[config.mk]
export PLATFORM = sky130hd
export DESIGN_NAME = piccolo_round_engine
export DESIGN_NICKNAME = d
export VERILOG_FILES = /design/src/rtl/piccolo_round_engine.sv
export SDC_FILE = /design/constraint.sdc
export NUM_CORES = 1
export LEC_CHECK = 0
export ABC_AREA = 1
export CORE_AREA = 2 2 391 393
export CTS_BUF_LIST = sky130_fd_sc_hd__clkbuf_2
export CTS_CLUSTER_SIZE = 24
export DETAILED_ROUTE_END_ITERATION = 7
export DIE_AREA = 0 0 393 395
export HOLD_SLACK_MARGIN = 0.05
export REMOVE_ABC_BUFFERS = 1
export SYNTH_ARGS = -nofsm -noshare
export SYNTH_HDL_FRONTEND = slang
export SYNTH_SLANG_ARGS = --single-unit
[constraint.sdc]
create_clock -name clk -period 5 [get_ports clk]
set_input_delay 1 -clock clk [delete_from_list [all_inputs] [get_ports clk]]
set_output_delay 1 -clock clk [all_outputs]
set_load 0.02 [all_outputs]
[src/rtl/piccolo_round_engine.sv]
// piccolo_round_engine: iterative Piccolo-80 encryption datapath, one round per clock.
module piccolo_round_engine #(
  parameter int ROUNDS = 25,
  parameter int RKW    = 32 * ROUNDS
) (
  input  logic            clk,
  input  logic            rst_n,
  input  logic            start_i,
  input  logic [63:0]     pt_i,
  input  logic [63:0]     wk_i,
  input  logic [RKW-1:0]  rk_i,
  output logic            busy_o,
  output logic            done_o,
  output logic [63:0]     ct_o
);
  typedef enum logic {IDLE, RUN} state_e;
  localparam logic [63:0] SBOX = 64'he4b238091a7f6c5d;
  function automatic logic [3:0] sb(input logic [3:0] a);
    return SBOX[{~a, 2'b00} +: 4];
  endfunction
  function automatic logic [3:0] x2(input logic [3:0] a);
    return {a[2:0], 1'b0} ^ (a[3] ? 4'h3 : 4'h0);
  endfunction
  function automatic logic [3:0] x3(input logic [3:0] a);
    return x2(a) ^ a;
  endfunction
  function automatic logic [15:0] f_fn(input logic [15:0] x);
    logic [3:0] s0, s1, s2, s3;
    s0 = sb(x[15:12]);
    s1 = sb(x[11:8]);
    s2 = sb(x[7:4]);
    s3 = sb(x[3:0]);
    return {sb(x2(s0) ^ x3(s1) ^ s2 ^ s3), sb(s0 ^ x2(s1) ^ x3(s2) ^ s3),
            sb(s0 ^ s1 ^ x2(s2) ^ x3(s3)), sb(x3(s0) ^ s1 ^ s2 ^ x2(s3))};
  endfunction
  function automatic logic [63:0] rp(input logic [63:0] x);
    return {x[47:40], x[7:0], x[31:24], x[55:48], x[15:8], x[39:32], x[63:56], x[23:16]};
  endfunction
  state_e      state_q;
  logic [4:0]  ctr_q;
  logic [63:0] x_q, x_d, ct_q;
  logic        busy_q, done_q;
  logic [31:0] rk_arr [32];
  logic [31:0] rk_j;
  genvar g;
  for (g = 0; g < 32; g++) begin : g_rk
    if (g < ROUNDS) begin : g_use
      assign rk_arr[g] = rk_i[RKW-1-32*g -: 32];
    end else begin : g_pad
      assign rk_arr[g] = '0;
    end
  end
  assign rk_j = rk_arr[ctr_q];
  always_comb begin
    x_d = x_q;
    x_d[47:32] = x_q[47:32] ^ f_fn(x_q[63:48]) ^ rk_j[31:16];
    x_d[15:0]  = x_q[15:0]  ^ f_fn(x_q[31:16]) ^ rk_j[15:0];
  end
  always_ff @(posedge clk or negedge rst_n) begin
    if (!rst_n) begin
      state_q <= IDLE;
      ctr_q   <= '0;
      x_q     <= '0;
      ct_q    <= '0;
      busy_q  <= 1'b0;
      done_q  <= 1'b0;
    end else begin
      done_q <= 1'b0;
      if (state_q == IDLE) begin
        if (start_i) begin
          x_q     <= {pt_i[63:48] ^ wk_i[15:0], pt_i[47:32], pt_i[31:16] ^ wk_i[31:16], pt_i[15:0]};
          ctr_q   <= '0;
          busy_q  <= 1'b1;
          state_q <= RUN;
        end
      end else if (ctr_q == 5'(ROUNDS - 1)) begin
        // final round skips RP and applies output whitening
        ct_q    <= {x_d[63:48] ^ wk_i[47:32], x_d[47:32], x_d[31:16] ^ wk_i[63:48], x_d[15:0]};
        done_q  <= 1'b1;
        busy_q  <= 1'b0;
        state_q <= IDLE;
      end else begin
        x_q   <= rp(x_d);
        ctr_q <= ctr_q + 5'd1;
      end
    end
  end
  assign busy_o = busy_q;
  assign done_o = done_q;
  assign ct_o   = ct_q;
endmodule
==> tab_implementation.tex <==
\begin{tabular}{lr}
\hline
Metric & Value \\
\hline
\multicolumn{2}{l}{\textbf{Floorplan}} \\
Horizontal die dimension & 393 µm \\
Die ar. & 155,000 µm² \\
Core outline area & around 150,000 µm² \\
Die extent in y & 395 µm \\
Number of ports placed on the die boundary & between 900 and 1,000 \\
Number of standard-cell rows in the floorplan & 143 \\
Initial core utilization & 12.9\% \\
\multicolumn{2}{l}{\textbf{Layout}} \\
Area Overhead vs Synth & 63.0\% \\
Number of nets in the finished design & 5,496 \\
Post-route cell area & 31,900 µm² \\
Fraction of final layout cells with drive strength greater than 1 & roughly 4.0\% \\
\multicolumn{2}{l}{\textbf{STA}} \\
Share of the clock period used by the worst path & about four fifths \\
Final hold violation count & 0 \\
Achievable frequency & $\sim$250 MHz \\
Total setup violations reported at the end of the flow & 0 \\
Max-Slew Margin vs Limit & 20.0\% \\
Layout Skew & between 0.07 and 0.08 ns \\
Number of pins with negative max-slew slack in the final report & 0 \\
Post-route minimum period & between 3 and 4 ns \\
Worst Tran Pin Value & 1.20 ns \\
Unrepaired setup endpoints after global routing & false \\
\multicolumn{2}{l}{\textbf{Logic synthesis}} \\
Unique masters post-synth & 39 \\
Sequential share of the synthesized area & 17.4\% \\
Leading post-synthesis cells by cell area & sky130\_fd\_sc\_hd\_\_nand2\_1, sky130\_fd\_sc\_hd\_\_dfrtp\_1, sky130\_fd\_sc\_hd\_\_nand3\_1 \\
Synthesized area divided by synthesized cell count & 5.33 µm² \\
Netlist area before placement & 19,600 µm² \\
Fraction of synthesis flops using an asynchronous set or reset pin & 100\% \\
\#FFs+latches synth & 136 \\
Most instantiated library cell after synthesis & sky130\_fd\_sc\_hd\_\_nand2\_1 \\
Count of warnings emitted by yosys & 0 \\
Commonest cells in the synthesized netlist & sky130\_fd\_sc\_hd\_\_nand2\_1, sky130\_fd\_sc\_hd\_\_nand3\_1, sky130\_fd\_sc\_hd\_\_o21ai\_0, sky130\_fd\_sc\_hd\_\_nor2\_1, sky130\_fd\_sc\_hd\_\_inv\_1 \\
Share of the synthesized area in the top cell type & 30.5\% \\
Cell taking the most area after synthesis & sky130\_fd\_sc\_hd\_\_nand2\_1 \\
Top flip-flop cell by instance count after synthesis & sky130\_fd\_sc\_hd\_\_dfrtp\_1 \\
Syn Inst Count & approximately 3,700 \\
Number of enable flip-flop cells after synthesis & 0 \\
\multicolumn{2}{l}{\textbf{Power}} \\
Leakage Power & 14.5 nW \\
Power per cell area & 869 nW/µm² \\
Total power of the final layout & approximately 0.028 W \\
Worst IR Drop VDD & 0.351 mV \\
\multicolumn{2}{l}{\textbf{Place}} \\
DP Wirelength & between 100,000 and 150,000 µm \\
Post-place instance area & 31,500 µm² \\
Count of buffers inserted at the top-level ports & $\sim$1,000 \\
Final estimated routing congestion in global placement & 0.948 \\
\multicolumn{2}{l}{\textbf{Global routing}} \\
Residual overflow from global routing & 0 \\
Antenna violations before repair & 109 \\
Pin count of the biggest net entering global routing & between 100 and 150 \\
Global-route wire length before repair & 225,000 µm \\
Combined global-route utilization of all metal layers & 21.1\% \\
Number of global-route vias before repair & 27,107 \\
\multicolumn{2}{l}{\textbf{Clock network}} \\
Number of buffers created by CTS & 17 \\
Clock transition at the registers of the reported paths & 0.25 ns \\
Clock latency at the later pin of the worst-skew pair & 1.06 ns \\
Clock Tree Root & sky130\_fd\_sc\_hd\_\_clkbuf\_2 \\
CTS tree & yes \\
Number of buffers inserted to repair setup after CTS & 0 \\
PostCTS Resize Cnt & 0 \\
Number of clock sinks seen by CTS & about 140 \\
Count of H-tree levels built during CTS & 4 \\
Maximum root-to-sink buffer count & 2 \\
\multicolumn{2}{l}{\textbf{Drt}} \\
Top metal layer carrying routed signals & met5 \\
Average wire per standard cell & around 26 µm \\
Vias after detailed routing & 28,502 \\
Routed length on met3 & 13,000 µm \\
Residual antenna-violating net count after detailed routing & 0 \\
Initial detailed-routing violation count & 2,248 \\
Drt drc & 0 \\
Wire length the detailed router placed on met1 & roughly 70,000 µm \\
Routed wire length & between 150,000 and 200,000 µm \\
Number of optimization iterations in the first detailed-route pass & 6 \\
Detailed-route vias per instance & 4.32 \\
Met2 Routed Length & 84,800 µm \\
\multicolumn{2}{l}{\textbf{Worst setup path}} \\
Data arrival at the endpoint of the critical path & 4.83 ns \\
Worst endpoint required time & 5.91 ns \\
Worst Setup Start Kind & flip-flop \\
Critical Setup Path Class & reg2reg \\
Critical path capture point type & flip-flop \\
Largest fanout on the critical path & 76 \\
\multicolumn{2}{l}{\textbf{Run}} \\
MaxCap Viol Count & 0 \\
\multicolumn{2}{l}{\textbf{Hold path}} \\
Class of the tightest hold or removal check & reg2reg \\
\multicolumn{2}{l}{\textbf{Run status}} \\
Outcome & complete, no violations \\
\hline
\end{tabular}
==> cell type report <==
type	instances	area (µm²)
antenna	34	85.1
multi-input combinational	3072	14200
tap	2030	2540
clock buffer	18	90.1
sequential	136	3420
fill	17411	119000
inverter	244	933
clock inverter	14	196
timing repair buffer	1045	10400
==> layer usage <==
metal  vias to the layer above  global-route usage (%)
met1                     13411                    25.8
met5                         -                       0
met2                      1251                    36.9
met3                       204                    4.89
li1                      13584                       -
met4                        52                    5.59
==> report_power, final <==
part	internal (W)	total (W)	leakage (nW)	switching, W
combinational	0.00733	0.0242	12.8	0.0169
sequential	0.00173	0.00261	1.54	0.000883
clock	0.000337	0.000905	0.162	0.000567
==> per-stage QoR <==
stage | std cells | setup TNS (ns) | utilization (%) | setup WS [ns] | hold WS [ns]
finish | 6593 | 0 | 21.1 | 1.08 | 0.517
global route | 6580 | 0 | 21.1 | 0.782 | 0.450
CTS | 6559 | 0 | 21.0 | 0.929 | 0.365
detailed placement | 6526 | 0 | 20.9 | 0.998 | 0.469
global placement | 6526 | 0 | 20.9 | 0.959 | 0.465
floorplan | 3452 | -1368.43 | - | -10.29 | 0.512
==> state kept, by name (all words and copies together) (netlist names) <==
register / cells
ctr_q: 5
busy_o: 1
x_q: 64
state_q: 1
ct_o: 64
done_o: 1
==> timing repair <==
item,4_1_cts,5_1_grt
hold endpoints to repair,61,0
hold buffers,1,0
endpoints found under the setup margin,0,0
==> placed cells by master (no fill, tap or decap), drive strengths merged <==
cell type	n
o221ai	33
nor3	2
clkdlybuf4s50	995
xnor2	49
buf	49
or2	5
o211ai	36
bufinv	4
nand4	20
a22oi	2
dlygate4sd3	1
a211oi	1
a31oi	2
clkinv	7
o21ai	307
o21a	5
o22ai	2
xor2	22
dfrtp	136
ha	49
inv	244
a22o	11
nor2	240
a32oi	3
a21oi	70
clkinvlp	3
nand3	577
diode	34
nand2	1627
nand3b	9
clkbuf	18
==> kinds of logic after synthesis <==
logic type | after synthesis | share of synthesized area, %
xor+xnor | 71 | 3.33
compound gates | 472 | 13.6
buf+inv | 466 | 10.1
fa+ha+maj | 49 | 3.13
simple gates | 2480 | 52.5
flops | 136 | 17.4
==> final timing paths <==
check	slack (ns)	startpoint	depth (start not counted)	endpoint
worst max-delay path	1.08	ctr_q[1]$_DFFE_PN0P_	15	x_q[58]$_DFFE_PN0P_
worst min-delay path	0.52	ct_o[58]$_DFFE_PN0P_	2	ct_o[58]$_DFFE_PN0P_
worst max register to register	1.08	ctr_q[1]$_DFFE_PN0P_	15	x_q[58]$_DFFE_PN0P_
worst min register to register	0.52	ct_o[58]$_DFFE_PN0P_	2	ct_o[58]$_DFFE_PN0P_
max in group asynchronous	3.45	rst_n	3	ctr_q[0]$_DFFE_PN0P_
min in group asynchronous	0.53	rst_n	2	ct_o[30]$_DFFE_PN0P_
==> worst max-delay path, stage by stage (launching register included) <==
cell and delay [ns]:
sky130_fd_sc_hd__dfrtp_4 0.70, sky130_fd_sc_hd__inv_6 0.57, sky130_fd_sc_hd__buf_4 0.33, sky130_fd_sc_hd__a21oi_1 0.08
sky130_fd_sc_hd__a22oi_1 0.58, sky130_fd_sc_hd__nor2_1 0.25, sky130_fd_sc_hd__nor2_1 0.33, sky130_fd_sc_hd__o21ai_1 0.18
sky130_fd_sc_hd__nand2_1 0.21, sky130_fd_sc_hd__nand2_1 0.08, sky130_fd_sc_hd__nand2_1 0.10, sky130_fd_sc_hd__nand2_1 0.06
sky130_fd_sc_hd__nand2_1 0.07, sky130_fd_sc_hd__nand3_1 0.08, sky130_fd_sc_hd__nand2_1 0.10, sky130_fd_sc_hd__nand2_1 0.05
Note: power is estimated with default switching activity, not from simulation.
